File: src/rtl/exibe_sequencia.sv
// exibe_sequencia: reads the sequence ROM from address 0 up to a latched
// limit and shows each entry on the LEDs for a lit period followed by a
// dark gap. Pulses pronto once the last entry has been shown.
module exibe_sequencia #(
    parameter int TEMPO_ACESO   = 1000,
    parameter int TEMPO_APAGADO = 500
) (
    input  logic       clock,
    input  logic       reset,
    input  logic       iniciar,
    input  logic [3:0] limite,
    input  logic [3:0] rom_dado,
    output logic [3:0] rom_endereco,
    output logic [3:0] leds,
    output logic       ocupado,
    output logic       pronto,
    output logic [3:0] db_estado
);

    localparam int TEMPO_MAX = (TEMPO_ACESO > TEMPO_APAGADO) ? TEMPO_ACESO : TEMPO_APAGADO;
    // A 1-bit timer is kept when both periods are a single cycle
    localparam int TW = (TEMPO_MAX > 1) ? $clog2(TEMPO_MAX) : 1;

    localparam logic [TW-1:0] ULTIMO_ACESO   = TW'(TEMPO_ACESO - 1);
    localparam logic [TW-1:0] ULTIMO_APAGADO = TW'(TEMPO_APAGADO - 1);

    localparam logic [3:0] INICIAL = 4'd0;
    localparam logic [3:0] PREPARA = 4'd1;
    localparam logic [3:0] CARREGA = 4'd2;
    localparam logic [3:0] ACESO   = 4'd3;
    localparam logic [3:0] APAGADO = 4'd4;
    localparam logic [3:0] PROXIMO = 4'd5;
    localparam logic [3:0] FIM     = 4'd6;

    logic [3:0]    estado;
    logic [3:0]    proximo_estado;
    logic [TW-1:0] timer;
    logic [3:0]    limite_reg;

    // Next-state decode; unused codes fall back to INICIAL
    always_comb begin
        proximo_estado = INICIAL;
        case (estado)
            INICIAL: proximo_estado = iniciar ? PREPARA : INICIAL;
            PREPARA: proximo_estado = CARREGA;
            CARREGA: proximo_estado = ACESO;
            ACESO:   proximo_estado = (timer == ULTIMO_ACESO) ? APAGADO : ACESO;
            APAGADO: proximo_estado = (timer == ULTIMO_APAGADO) ? PROXIMO : APAGADO;
            PROXIMO: proximo_estado = (rom_endereco == limite_reg) ? FIM : PREPARA;
            FIM:     proximo_estado = INICIAL;
            default: proximo_estado = INICIAL;
        endcase
    end

    // State register and dwell timer, zeroed whenever the state changes
    always_ff @(posedge clock) begin
        if (reset) begin
            estado <= INICIAL;
            timer  <= '0;
        end else begin
            estado <= proximo_estado;
            if (proximo_estado != estado)
                timer <= '0;
            else
                timer <= timer + 1'b1;
        end
    end

    // Address, latched limit and LED registers
    always_ff @(posedge clock) begin
        if (reset) begin
            rom_endereco <= '0;
            leds         <= '0;
            limite_reg   <= '0;
        end else begin
            case (estado)
                INICIAL: begin
                    leds <= '0;
                    if (iniciar) begin
                        limite_reg   <= limite;
                        rom_endereco <= '0;
                    end
                end
                CARREGA: leds <= rom_dado;
                ACESO: begin
                    if (proximo_estado != ACESO)
                        leds <= '0;
                end
                PROXIMO: begin
                    if (rom_endereco != limite_reg)
                        rom_endereco <= rom_endereco + 1'b1;
                end
                default: ;
            endcase
        end
    end

    // Status decoded from the registered state
    always_comb begin
        ocupado   = (estado != INICIAL);
        pronto    = (estado == FIM);
        db_estado = estado;
    end

endmodule

File: config.mk
export PLATFORM = sky130hd
export DESIGN_NAME = exibe_sequencia
export DESIGN_NICKNAME = d
export VERILOG_FILES = /design/src/rtl/exibe_sequencia.sv
export SDC_FILE = /design/constraint.sdc
export NUM_CORES = 1
export LEC_CHECK = 0
export BUFFER_PORTS_ARGS = -buffer_cell sky130_fd_sc_hd__buf_4
export CAP_MARGIN = 0
export CORE_UTILIZATION = 50
export DETAILED_ROUTE_END_ITERATION = 16
export PLACE_DENSITY = 0.73
export SLEW_MARGIN = 20
export SYNTH_ARGS = -nofsm -noshare
export SYNTH_HDL_FRONTEND = slang
export SYNTH_SLANG_ARGS = --single-unit
File: constraint.sdc
create_clock -name clock -period 2.39 [get_ports clock]
set_clock_uncertainty 0.1 [all_clocks]
set_input_delay 0.1195 -clock clock [delete_from_list [all_inputs] [get_ports clock]]
set_output_delay 0.1195 -clock clock [all_outputs]
set_load 0.02 [all_outputs]
==> flow_summary.json <==
{
  "clock-root-buffer": "sky130_fd_sc_hd__clkbuf_4",
  "seq_area_frac_synth_pct": 38.6,
  "tritoncts_clock_tree": "yes",
  "final_min_period_ns": 2.29,
  "syn-num-nets": 138,
  "p_per_area_nw_per_um2": 512,
  "clock_insertion_delay_worst_skew_ns": 0.32,
  "wl_mm": 2.83,
  "drcViolationCount": 0,
  "grt_pass1_vias": 1007,
  "dieWidth_um": 52.9,
  "grt_antenna_before_repair": 0,
  "detailroute.via_count": 1116,
  "max_clock_freq_ghz": 0.437,
  "synth.top_cell.area_share_pct": 38.6,
  "final-hold-violation-count": 0,
  "placementRows": 18,
  "synth-async-reset-ratio_pct": 0,
  "utilization_pct": 66.7,
  "cp.arrival_ns": 2.41,
  "floorplan.initialDensity_pct": 52.8,
  "slew_headroom_pct": 53.0,
  "timing.critical_path.required_ns": 2.51,
  "area_growth_syn_to_layout_pct": 26.4,
  "timing.max_cap.violations": 0,
  "finalWeightedCongestion": 0.810,
  "critical_path_peak_fanout": 5,
  "end_kind": "flip-flop",
  "overall_global_routing_usage_pct": 21.6,
  "detail-route-antenna-nets": 0,
  "setup.worst_path.start_class": "flip-flop",
  "detailedRoute.firstIterationViolations": 30,
  "clock-sinks": 25,
  "synthesis.yosys.warnings": 0,
  "post_synth_inst_count": 125,
  "final-seq-area_um2": 502,
  "final_max_slew_violation_count": 0,
  "worst_slew_pin_slew_ns": 0.705,
  "final_cell_mix": "sky130_fd_sc_hd__buf_4 (27), sky130_fd_sc_hd__dfxtp_1 (24), sky130_fd_sc_hd__a2111oi_2 (9)",
  "top_register": "timer",
  "p_total_uw": 837,
  "buffer_ports.inserted": 23,
  "insertedDiodeCount": 0,
  "mostFrequentLayoutCell": "sky130_fd_sc_hd__buf_4",
  "postCtsSetupBuffers": 0,
  "core_area_um2": 2450,
  "leakagePower_nw": 0.584,
  "largest_register_ff_count": 10,
  "run_status": "finished clean",
  "chipHeight_um": 52.9,
  "dpl.hpwl_mm": 1.88,
  "grt_setup_unrepaired": "no",
  "non_filler_instance_count_after_layout": 189,
  "vias_per_cell": 5.90,
  "fp.dieArea_um2": 2800,
  "ys_types": 43,
  "vdd_ir_drop_max_mv": 0.349,
  "hold_path_class": "in2reg",
  "synth_flop_cell": "sky130_fd_sc_hd__dfxtp_1",
  "global_route.overflow_total": 0,
  "synth_area_leader_cell": "sky130_fd_sc_hd__dfxtp_1",
  "synth_seq_cells": 25,
  "fin_tns_setup_ns": 0,
  "worst-setup-path-type": "reg2reg",
  "post_route_cells_drive_above_1_share_pct": 31.4,
  "top_level_ports": 25,
  "setup_viol": 0,
  "multiInputGateArea_um2": 768,
  "final_net_count": 173,
  "clock_buffer_count_from_cts": 3,
  "grt_start_max_net_pins": 23,
  "first_pass_grt_wire_length_mm": 4.46,
  "clock_tree.htree_level_count": 1,
  "fillerInstances": 199,
  "synthesis.area_per_instance_um2": 10.4,
  "fin_crit_sh_pct": 95.7,
  "detail_route.wl_per_cell_um": 14.9,
  "firstDrtPassIters": 4,
  "clk_pin_slew_ns": 0.13,
  "clockBufferDepth": 2,
  "number_of_enable_flip_flop_cells_after_synthesis": 0,
  "syn-cell-area_um2": 1290,
  "cell_total_after_placement": 176,
  "ys_top_cells_by_area": "sky130_fd_sc_hd__dfxtp_1 (39%), sky130_fd_sc_hd__a2111oi_2 (10%), sky130_fd_sc_hd__xnor2_1 (5.4%)"
}
-- stage by stage --
| step | area [um^2] | hold WS, ns | setup slack [ns] |
|---|---|---|---|
| final | 1640 | 0.0527 | 0.102 |
| after global routing | 1640 | 0.0486 | 0.00652 |
| after CTS | 1610 | 0.0463 | 0.0298 |
| after detailed placement | 1500 | 0.234 | 0.0575 |
| after global placement | 1500 | 0.236 | 0.152 |
| after floorplan | 1290 | 0.145 | 0.208 |
-- cell type report --
cell class / count / share of cell area [%]
clock buffers: 3 / 1.38
clock inverters: 1 / 0.306
inverters: 5 / 1.15
multi-input cells: 90 / 46.9
flip-flops and latches: 25 / 30.7
well taps: 30 / 2.29
repair buffers: 35 / 17.3
-- power by group --
part	internal, mW	switching (mW)	total, mW
registers	0.433	0.0162	0.449
clock network	0.0627	0.126	0.189
logic	0.0885	0.111	0.200
total	0.584	0.253	0.837
-- what timing repair did --
item | in CTS | in global routing
endpoints found under the hold margin | 8 | 0
endpoints found under the setup margin | 0 | 10
hold buffers | 8 | 0
gates resized for setup | 0 | 3
-- kinds of logic (layout without fill, tap and decap cells) --
group	Yosys count	after routing	share of synthesized area (%)
flip-flops	25	25	38.6
AND/OR/NAND/NOR	41	42	19.8
adder cells (fa/ha/maj)	2	2	1.93
other	1	1	0.290
buffers and inverters	11	44	4.06
multiplexers	5	5	3.86
AO/OA/AOI/OAI	28	28	23.3
XOR/XNOR	12	12	8.12
-- worst max-delay path: stages (launching register included) --
cell	delay [ns]
sky130_fd_sc_hd__dfxtp_2	0.40
sky130_fd_sc_hd__ha_1	0.21
sky130_fd_sc_hd__nand2b_1	0.11
sky130_fd_sc_hd__o311a_4	0.41
sky130_fd_sc_hd__or4_4	0.62
sky130_fd_sc_hd__a2111oi_2	0.34
-- synthesized netlist by cell type (all sizes together) (2+ instances only) --
cell,instances
inv,5
nand3b,2
nand3,2
nor3b,2
nand4,4
a21oi,3
or3,2
a41oi,2
buf,3
nor2,8
nand2,6
nand2b,3
clkbuf,3
or4,2
nand4b,2
dfxtp,25
mux2i,5
ha,2
xor2,4
a22o,4
a2111oi,10
xnor2,8
nor3,3
o21ai,2
-- path summary, 6_finish.rpt --
path,start,endpoint,slack (ns),cells after the start
max,timer[0]$_SDFF_PP0_,timer[5]$_SDFF_PP0_,0.10,5
min,reset,limite_reg[3]$_SDFFE_PP0P_,0.05,2
max reg2reg,timer[0]$_SDFF_PP0_,timer[5]$_SDFF_PP0_,0.10,5
min reg2reg,timer[0]$_SDFF_PP0_,timer[0]$_SDFF_PP0_,0.36,1
-- layer usage --
metal,routed length [um],share of wire [%],vias up,track usage [%]
met4,27,0.96,0,9.65
li1,-,-,548,-
met5,0,0,-,0
met1,1370,49,526,29.5
met2,1300,46,38,33.3
met3,121,4.3,4,3.16
No activity file was read; power rests on OpenSTA's default activity.
